`config.mk`:
```
export PLATFORM = sky130hd
export DESIGN_NAME = pad_input_conditioner
export DESIGN_NICKNAME = d
export VERILOG_FILES = /design/src/rtl/pad_input_conditioner.sv
export SDC_FILE = /design/constraint.sdc
export NUM_CORES = 1
export LEC_CHECK = 0
export CAP_MARGIN = 20
export CORE_MARGIN = 1.5
export CORE_UTILIZATION = 45
export CTS_CLUSTER_DIAMETER = 50
export DETAILED_ROUTE_END_ITERATION = 10
export PLACE_DENSITY_LB_ADDON = 0.1
export SETUP_SLACK_MARGIN = 0.2
export SYNTH_ARGS = -nofsm -noshare
export SYNTH_HDL_FRONTEND = slang
export SYNTH_SLANG_ARGS = --single-unit
```
`constraint.sdc`:
```
create_clock -name clk_i -period 3.45 [get_ports clk_i]
set_input_delay 0.5175 -clock clk_i [delete_from_list [all_inputs] [get_ports clk_i]]
set_output_delay 0.5175 -clock clk_i [all_outputs]
set_load 0.02 [all_outputs]
```
`src/rtl/pad_input_conditioner.sv`:
```
// Per-pad input conditioning: synchronizes raw pad values into clk_i and applies a
// programmable glitch filter, producing a clean level plus rise/fall event pulses.
module pad_input_conditioner #(
  parameter int N_PADS      = 8,
  parameter int CNT_W       = 16,
  parameter int SYNC_STAGES = 2
) (
  input  logic              clk_i,
  input  logic              rst_ni,
  input  logic [N_PADS-1:0] pad_i,
  input  logic [N_PADS-1:0] debounce_en_i,
  input  logic [CNT_W-1:0]  debounce_cycles_i,
  input  logic [N_PADS-1:0] rise_en_i,
  input  logic [N_PADS-1:0] fall_en_i,
  output logic [N_PADS-1:0] level_o,
  output logic [N_PADS-1:0] pending_o,
  output logic [N_PADS-1:0] rise_o,
  output logic [N_PADS-1:0] fall_o,
  output logic              event_o
);

  typedef enum logic {STABLE = 1'b0, PENDING = 1'b1} state_e;

  logic [N_PADS-1:0] sync_q [SYNC_STAGES];
  logic [N_PADS-1:0] s;

  state_e           state_q [N_PADS];
  state_e           state_d [N_PADS];
  logic [CNT_W-1:0] cnt_q   [N_PADS];
  logic [CNT_W-1:0] cnt_d   [N_PADS];
  logic [CNT_W-1:0] thr_eff [N_PADS];
  logic [CNT_W:0]   cnt_inc [N_PADS];

  logic [N_PADS-1:0] level_q, level_d;
  logic [N_PADS-1:0] rise_q, rise_d;
  logic [N_PADS-1:0] fall_q, fall_d;
  logic [N_PADS-1:0] commit;

  always_ff @(posedge clk_i or negedge rst_ni) begin
    if (!rst_ni) begin
      for (int k = 0; k < SYNC_STAGES; k++) sync_q[k] <= '0;
    end else begin
      sync_q[0] <= pad_i;
      for (int k = 1; k < SYNC_STAGES; k++) sync_q[k] <= sync_q[k-1];
    end
  end

  assign s = sync_q[SYNC_STAGES-1];

  // Counter is one wider on the increment so the threshold compare can never wrap.
  always_comb begin
    for (int i = 0; i < N_PADS; i++) begin
      state_d[i] = state_q[i];
      cnt_d[i]   = cnt_q[i];
      commit[i]  = 1'b0;
      thr_eff[i] = (debounce_en_i[i] && (debounce_cycles_i > CNT_W'(1)))
                   ? debounce_cycles_i : CNT_W'(1);
      cnt_inc[i] = {1'b0, cnt_q[i]} + (CNT_W+1)'(1);

      case (state_q[i])
        STABLE: begin
          if (s[i] != level_q[i]) begin
            if (thr_eff[i] == CNT_W'(1)) begin
              commit[i] = 1'b1;
            end else begin
              cnt_d[i]   = CNT_W'(1);
              state_d[i] = PENDING;
            end
          end
        end
        PENDING: begin
          if (s[i] == level_q[i]) begin
            cnt_d[i]   = '0;
            state_d[i] = STABLE;
          end else if (cnt_inc[i] >= {1'b0, thr_eff[i]}) begin
            commit[i]  = 1'b1;
            cnt_d[i]   = '0;
            state_d[i] = STABLE;
          end else begin
            cnt_d[i] = cnt_inc[i][CNT_W-1:0];
          end
        end
        default: begin
          cnt_d[i]   = '0;
          state_d[i] = STABLE;
        end
      endcase
    end

    level_d = (level_q & ~commit) | (s & commit);
    rise_d  = commit & s & rise_en_i;
    fall_d  = commit & ~s & fall_en_i;
  end

  always_ff @(posedge clk_i or negedge rst_ni) begin
    if (!rst_ni) begin
      for (int i = 0; i < N_PADS; i++) begin
        state_q[i] <= STABLE;
        cnt_q[i]   <= '0;
      end
      level_q <= '0;
      rise_q  <= '0;
      fall_q  <= '0;
    end else begin
      for (int i = 0; i < N_PADS; i++) begin
        state_q[i] <= state_d[i];
        cnt_q[i]   <= cnt_d[i];
      end
      level_q <= level_d;
      rise_q  <= rise_d;
      fall_q  <= fall_d;
    end
  end

  always_comb begin
    pending_o = '0;
    for (int i = 0; i < N_PADS; i++) pending_o[i] = (state_q[i] == PENDING);
  end

  assign level_o = level_q;
  assign rise_o  = rise_q;
  assign fall_o  = fall_q;
  assign event_o = |{rise_q, fall_q};

endmodule
```
[Yosys cells after proc, flatten, opt, wreduce, memory -nomap -nowiden]
Cells that the tools add are included.
W data, S select, Z words.
Word-level totals
  output and inout bits: 33
  word-level logic and storage cells: 239
  input bits: 50
  bits in registers: 176
Operators by class
  muxes and demuxes: 128
  add/sub/neg operators: 8
  bitwise logic cells: 16
  reductions and logical operators: 17
  magnitude comparators: 9
  eq/ne operators: 40
Operators by type and width (number)
  $mux W16: 40
  $pmux W16 S2: 8
  $add A16 B1 Y17 const B: 8
  $ge A17 B16 Y1: 8
  $eq A16 B1 Y1 const B: 8
  $mux W1: 64
  $and A8 B8 Y8: 5
  $ne A2 B2 Y1 const B: 16
  $pmux W1 S2: 16
  $gt A16 B1 Y1 const B: 1
  $not A8 Y8: 2
  $reduce_and A2 Y1: 8
  $reduce_or A16 Y1: 1
  $eq A1 B1 Y1: 8
  $logic_and A1 B1 Y1: 8
  $ne A1 B1 Y1: 8
  $not A1 Y1: 8
  $or A8 B8 Y8: 1

[Depth between registers and ports, before layout]
Gate-level depths: netlist of run 1.
  word-level depth: 10
  depth in mapped cells: 15
  gate-level depth less buffers: 12

[Worst setup path before layout of run 1]
OpenSTA, ideal clock, no wires.
  kind: input port to flip-flop
  from: input debounce_cycles_i[13]
  to: register with a tool-made name
  library setup time: 0.128 ns
  data arrival time: 3.414 ns
  slack: -0.091 ns
  data required time: 3.322 ns
  cell stages on the path: 13
  cells stage by stage: clkbuf_1 > nor4_1 > nand4_1 > and2_1 > clkbuf_1 > nand2_1 > ha_1 > a21o_1 > a21o_1 > a211o_1 > a221oi_2 > a32o_1 > mux2_1
RTL lines
  start, declared: RTL line 12  | input logic [CNT_W-1:0] debounce_cycles_i,

[Worst setup path after layout of run 1]
  from: register cnt_q[52] in the netlist's numbering
  to: register cnt_q[57] in the netlist's numbering
On the way
  cells in the longest elaborated chain, start to end: 5
RTL lines
  start, declared: RTL line 29  | logic [CNT_W-1:0] cnt_q [N_PADS];
  start signal, assigned by index: RTL line 107  | cnt_q[i] <= cnt_d[i];
  $add A16 B1 Y17 *: RTL line 58  | cnt_inc[i] = {1'b0, cnt_q[i]} + (CNT_W+1)'(1);
  $ge A17 B16 Y1: RTL line 75  | end else if (cnt_inc[i] >= {1'b0, thr_eff[i]}) begin
  $mux W16 *: RTL line 75
  $mux W16 *: RTL line 72  | if (s[i] == level_q[i]) begin
  $pmux W16 S2 *: RTL line 60  | case (state_q[i])
Every way passes the cells marked *; elsewhere a longest branch is shown, timed or not.
A chain may end at the register's enable or synchronous reset.

==> results_dict.tcl, run 1 <==
set metrics [dict create \
    core_mm2 0.0277 \
    die_area_mm2 0.0291 \
    yosysWarnings 0 \
    power.switching_mw 3.11 \
    worstSetupStartpoint "cnt_q[52]" \
    cpLargestDelayFamily "simple AND/OR/NAND/NOR gates" \
    cp-end-kind "register" \
    critPathLaunchType "register" \
    clk-insertion-delay-late_ps 450 \
    critPathSlowestCell "or3b_4" \
    finish.utilization_pct 58.6 \
    power_leakage_nw 7.67 \
    wl_per_cell_um 18.6 \
    synthesis.area_mm2 0.0126 \
    syn_avg_cell_area_um2 9.09 \
    start_util_pct 45.6 \
    drtAntennaViolNets 0 \
    synthFlopType "dfrtp_1" \
    htreeDepth 4 \
    clk_pin_slew_ps 70 \
    antenna_cells 0 \
    hold_viol_final 0 \
    yosysTopAreaCell "dfrtp_1" \
    io_buffers 82 \
    dr.pass1.iters 5 \
    dp_hpwl_mm 27.2 \
    reg2reg_depth 11 \
    max_freq_ghz 0.313 \
    status "complete, no violations" \
    cts_sinks 176 \
    drive_gt1_share_pct 20.9 \
    final_common_cell "nand2_1" \
    ys_ff_latch 176 \
    path_class "register to register" \
    worst_pin_slew_ps 676 \
    grt_max_degree 79 \
    die_h_um 171 \
    drcViolationCount 0 \
    drv_slew 0 \
    layout.area.seq_mm2 0.00441 \
    viasPerCell 5.74 \
    gr-usage-all-layers_pct 25.9 \
    powerDensity_mw_per_mm2 493 \
    cts_buffers 17 \
    synth_nets 1575 \
    yosysSeqAreaShare_pct 34.9 \
    worstPathCellList "nand4_1, or3b_4, nor2b_2, xor2_1, ha_1, a21o_1, a2111oi_4, o21ai_2, nor3b_4, buf_2, a32o_1" \
    grt_pass1_vias 11000 \
    grt_pass1_wl_mm 58.0 \
    drv_cap 0 \
    r2r_start "cnt_q[52]" \
    die_x_um 171 \
    ys_types 72 \
    fin_area_mm2 0.0162 \
    cp.required_ps 3820 \
    yosys-top-cells-area "dfrtp_1 (35%), ha_1 (13%), nand2_1 (6.9%)" \
    cts_tree "built" \
    place_congestion 0.852 \
    synthCells 1389 \
    irDropWorstVdd_uv 449 \
    n_fill_cell 2440 \
    dr.first_iter.drc_count 736 \
    finalClockSkew_ps 15.3 \
    postPlaceCellArea_mm2 0.0149 \
    fin_crit_ps 3190 \
    worst-path-buf-inv 1 \
    min_period_over_period_pct 92.5 \
    fin_nets 1803 \
    cp_slowest_stage_delay_ps 430 \
    syn_to_final_growth_pct 28.5 \
    crit_arrival_ps 3570 \
    antenna_found_initial 0 \
    netSwitchingFraction_pct 38.9 \
    cp_max_fo 5 \
    totalWireLength_mm 37.4 \
    io_pins 83 \
    rows 61 \
    slew_headroom_pct 54.9 \
    rsz0062_at_grt "yes" \
    final_cell_mix "nand2_1 (228), buf_4 (182), dfrtp_1 (170)" \
    async_flop_share_pct 100 \
    worst-path-stages 11 \
    hold_path.class "input pin to async pin" \
    power.internal_mw 4.89 \
    synth_top_cell_area_share_pct 34.9 \
    setup_viol 0 \
    clockPowerShare_pct 24.1 \
    p_seq_share_pct 32.6 \
    grt_overflow 0 \
    multi_input_area_mm2 0.00835 \
    synth_edf_count 0 \
    clockBufferDepth 2 \
    vias 11500 \
    combPwrFrac_pct 43.3 \
    clock_tree.root_cell "clkbuf_16" \
]
routing by layer:
metal / GRT usage [%] / vias to the layer above / share of wire [%]
li1: - / 5563 / -
met1: 35.4 / 5622 / 47
met2: 42.1 / 285 / 46
met3: 4.26 / 49 / 4.7
met4: 7.58 / 0 / 2.4
met5: 0 / - / 0
kinds of logic (layout without fill, tap and decap cells):
family                     Yosys count  in the layout  synth area share [%]
AOI/OAI and AO/OA                  273            273                  16.7
xor gates and xnor gates           114            114                  7.91
adders and majority gates          136            136                  13.5
buffers and inverters               90            331                  2.98
DFF                                176            176                  34.9
muxes                               15             15                  1.27
and+or+nand+nor                    585            585                  22.8
worst reg2reg max path: stages, from the launching register on:
cell and delay [ps]:
dfrtp_1 420, nand4_1 170, or3b_4 430, nor2b_2 130, xor2_1 200, ha_1 290, a21o_1 200, a2111oi_4 370
o21ai_2 140, nor3b_4 340, buf_2 240, a32o_1 190
area by class of cell:
type / instances / share of cell area (%)
sequential: 176 / 27.2
inverter: 23 / 0.532
tap: 378 / 2.91
clock buffer: 17 / 2.62
clock inverter: 15 / 0.825
multi-input combinational: 1123 / 51.4
timing repair buffer: 276 / 14.5
path summary, 6_finish.rpt:
kind / to / slack (ps)
min in group clk_i: s[2] / 350
max in group asynchronous: cnt_q[21] / 2520
max reg2reg: cnt_q[57] / 260
min reg2reg: s[2] / 350
max: cnt_q[57] / 260
min: s[5] / 110
state kept, by name, summed over array words and instances, names as in the netlist, named ones only:
register / count
s: 8
cnt_q: 128
pending_o: 8
fall_o: 8
rise_o: 8
sync_q: 8
power by group through the flow:
stage / combinational [mW] / clock, mW / sequential (mW)
floorplan: 1.67 / 0 / 2.72
global placement: 3.12 / 0 / 2.63
detailed placement: 3.17 / 0 / 2.63
CTS: 3.22 / 1.96 / 2.60
global route: 3.78 / 2.05 / 2.64
finish: 3.47 / 1.93 / 2.61
synth_stat cells (26+ instances only):
master and instances:
a22o_1 76, nand2_1 231, nand4_1 44, nand3_1 65
xor2_1 38, dfrtp_1 176, nor2_1 60, nor3_1 42
and3_1 26, xnor2_1 76, a21oi_1 42, clkbuf_1 43
ha_1 136, o21ai_0 26
repair_timing:
action | CTS | global route
resized for setup | 35 | 81
hold buffers | 0 | 0
cloned | 0 | 2
setup endpoints to repair | 147 | 132
pin swaps | 9 | 43
buffers inserted | 7 | 31
through the flow:
stage          setup TNS, ps  instances  hold slack, ps  total power, mW  worst slack [ps]
3_3_place_gp          -54160       1936             332             5.76              -637
6_report                   0       2008             106             8.00               258
2_1_floorplan              0       1389             222             4.39               150
5_1_grt                    0       2008             148             8.47              92.3
3_5_place_dp          -57940       1936             336             5.80              -597
4_1_cts                    0       1975             131             7.78               190
No activity file was read; power rests on OpenSTA's default activity.
==> run 2: changes to the inputs <==
- HOLD_SLACK_MARGIN: not set -> 0.03
==> results of run 2 <==
Same layout as run 1: the final DEF is identical, and so are final timing and power.
==> run 3: changes to the inputs <==
- ABC_CLOCK_PERIOD_IN_PS: not set -> 3450
- SKIP_CTS_REPAIR_TIMING: not set -> 1
==> run 3 against run 2 <==
Compared with the run above: utilization up 0.37 points; non-clock buffer count down 6; clock-buffer cell count unchanged; cell count down 0.30%; sequential share of layout area down 0.13 points; total power up 0.25%; largest cell class unchanged; hold slack worse by 3.3 ps.
==> results_dict.tcl, run 3 (synthesis gave the netlist of run 1 again) <==
set metrics [dict create \
    io_pins 83 \
    syn_to_final_growth_pct 29.3 \
    power.internal_mw 4.89 \
    dr.pass1.iters 5 \
    power_leakage_nw 7.73 \
    clockPowerShare_pct 23.9 \
    status "complete, no violations" \
    setup_viol 0 \
    totalWireLength_mm 37.4 \
    p_total_mw 8.02 \
    path_class "register to register" \
    grt_pass1_wl_mm 57.9 \
    vias 11500 \
    rrSetupSlack_ps 250 \
    viasPerCell 5.74 \
    cts_sinks 176 \
    cts_tree "built" \
    top_register "cnt_q" \
    setup_ws_ps 248 \
    final_common_cell "nand2_1" \
    power.switching_mw 3.13 \
    worst_pin_slew_ps 673 \
    core_mm2 0.0277 \
    holdWs_ps 103 \
    clock_tree.root_cell "clkbuf_16" \
    fin_cells 2002 \
    largest_register_ffs 128 \
    r2r_start "cnt_q[38]" \
    start_util_pct 45.6 \
    clockBufferDepth 2 \
    reg2reg_to "cnt_q[39]" \
    max_freq_ghz 0.312 \
    dr.first_iter.drc_count 795 \
    antenna_cells 0 \
    post-place-ws_ps -597 \
    crit_arrival_ps 3530 \
    wl_per_cell_um 18.7 \
    cp-endpoint "cnt_q[39]" \
    drv_cap 0 \
    fin_crit_ps 3200 \
    drcViolationCount 0 \
    slew_headroom_pct 55.2 \
    hold_path.class "input pin to async pin" \
    worstSetupStartpoint "cnt_q[38]" \
    clk-insertion-delay-late_ps 450 \
    drive_gt1_share_pct 21.7 \
    clk_pin_slew_ps 70 \
    netSwitchingFraction_pct 39.0 \
    place_inst 1936 \
    final_cell_mix "nand2_1 (228), buf_4 (178), dfrtp_1 (165)" \
    grt_max_degree 79 \
    powerDensity_mw_per_mm2 491 \
    cp.required_ps 3780 \
    cp_max_fo 6 \
    dp_hpwl_mm 27.2 \
    htreeDepth 4 \
    fin_nets 1797 \
    gr-usage-all-layers_pct 25.8 \
    grt_pass1_vias 11000 \
    irDropWorstVdd_uv 432 \
    io_buffers 82 \
    die_area_mm2 0.0291 \
    hold_viol_final 0 \
    rows 61 \
    min_period_over_period_pct 92.8 \
    drv_slew 0 \
    drtAntennaViolNets 0 \
    reg2reg_depth 13 \
    n_fill_cell 2430 \
    cp-end-kind "register" \
    die_h_um 171 \
    die_x_um 171 \
    place_congestion 0.852 \
    grt_overflow 0 \
    critPathLaunchType "register" \
    antenna_found_initial 0 \
    p_seq_share_pct 32.8 \
    finalClockSkew_ps 14.9 \
    cts_buffers 17 \
    combPwrFrac_pct 43.3 \
    rsz0062_at_grt "yes" \
]
## run 3: metrics by stage
step                util, %  TNS, ps  instance area [µm²]
floorplan                 -        0                12800
CTS                    55.8    -1800                15500
detailed placement     53.8   -57940                14900
global placement       53.8   -54160                14900
finish                 59.0        0                16300
global route           59.0        0                16300
## run 3: routing by layer
layer  share of wire, %  up-vias  GRT usage, %  routed length (µm)
met1                 46     5602          35.3               17300
met2                 47      292          42.0               17400
li1                   -     5554             -                   -
met3                4.7       50          4.26                1740
met5                  0        -             0                   0
met4                2.5        0          7.62                 922
## run 3: how the worst min path moves through the flow
stage	from	end	slack, ps	cells after the start
finish	rst_ni	s[5]	100	1
global route	rst_ni	s[5]	150	1
CTS	rst_ni	cnt_q[108]	130	1
detailed placement	sync_q[10]	s[2]	340	0
global placement	sync_q[11]	s[3]	330	0
floorplan	rst_ni	async pin	220	0
## run 3: cell type report
cell class,count,area [µm²],share of cell area (%)
clock buffers,17,425,2.60
clock inverters,15,134,0.820
inverters,23,86.3,0.529
multi-input cells,1123,8450,51.7
flip-flops and latches,176,4420,27.0
well taps,378,473,2.90
repair buffers,270,2350,14.4
## run 3: critical path, cell delays in order (launching register included)
cell and delay (ps):
dfrtp_1 450, and4_1 290, nand4_1 170, nor2_1 210
nand3_1 120, xnor2_1 190, ha_1 330, nand2_1 90
nor4_1 380, nand3_1 170, o211a_1 160, and3_1 190
buf_4 160, a22o_1 180
## run 3: power groups by stage
| stage | registers, mW | logic (mW) | clock network [mW] |
|---|---|---|---|
| after floorplan | 2.72 | 1.67 | 0 |
| after global placement | 2.63 | 3.12 | 0 |
| after detailed placement | 2.63 | 3.17 | 0 |
| after CTS | 2.60 | 3.19 | 1.96 |
| after global routing | 2.66 | 3.78 | 2.05 |
| final | 2.63 | 3.47 | 1.92 |
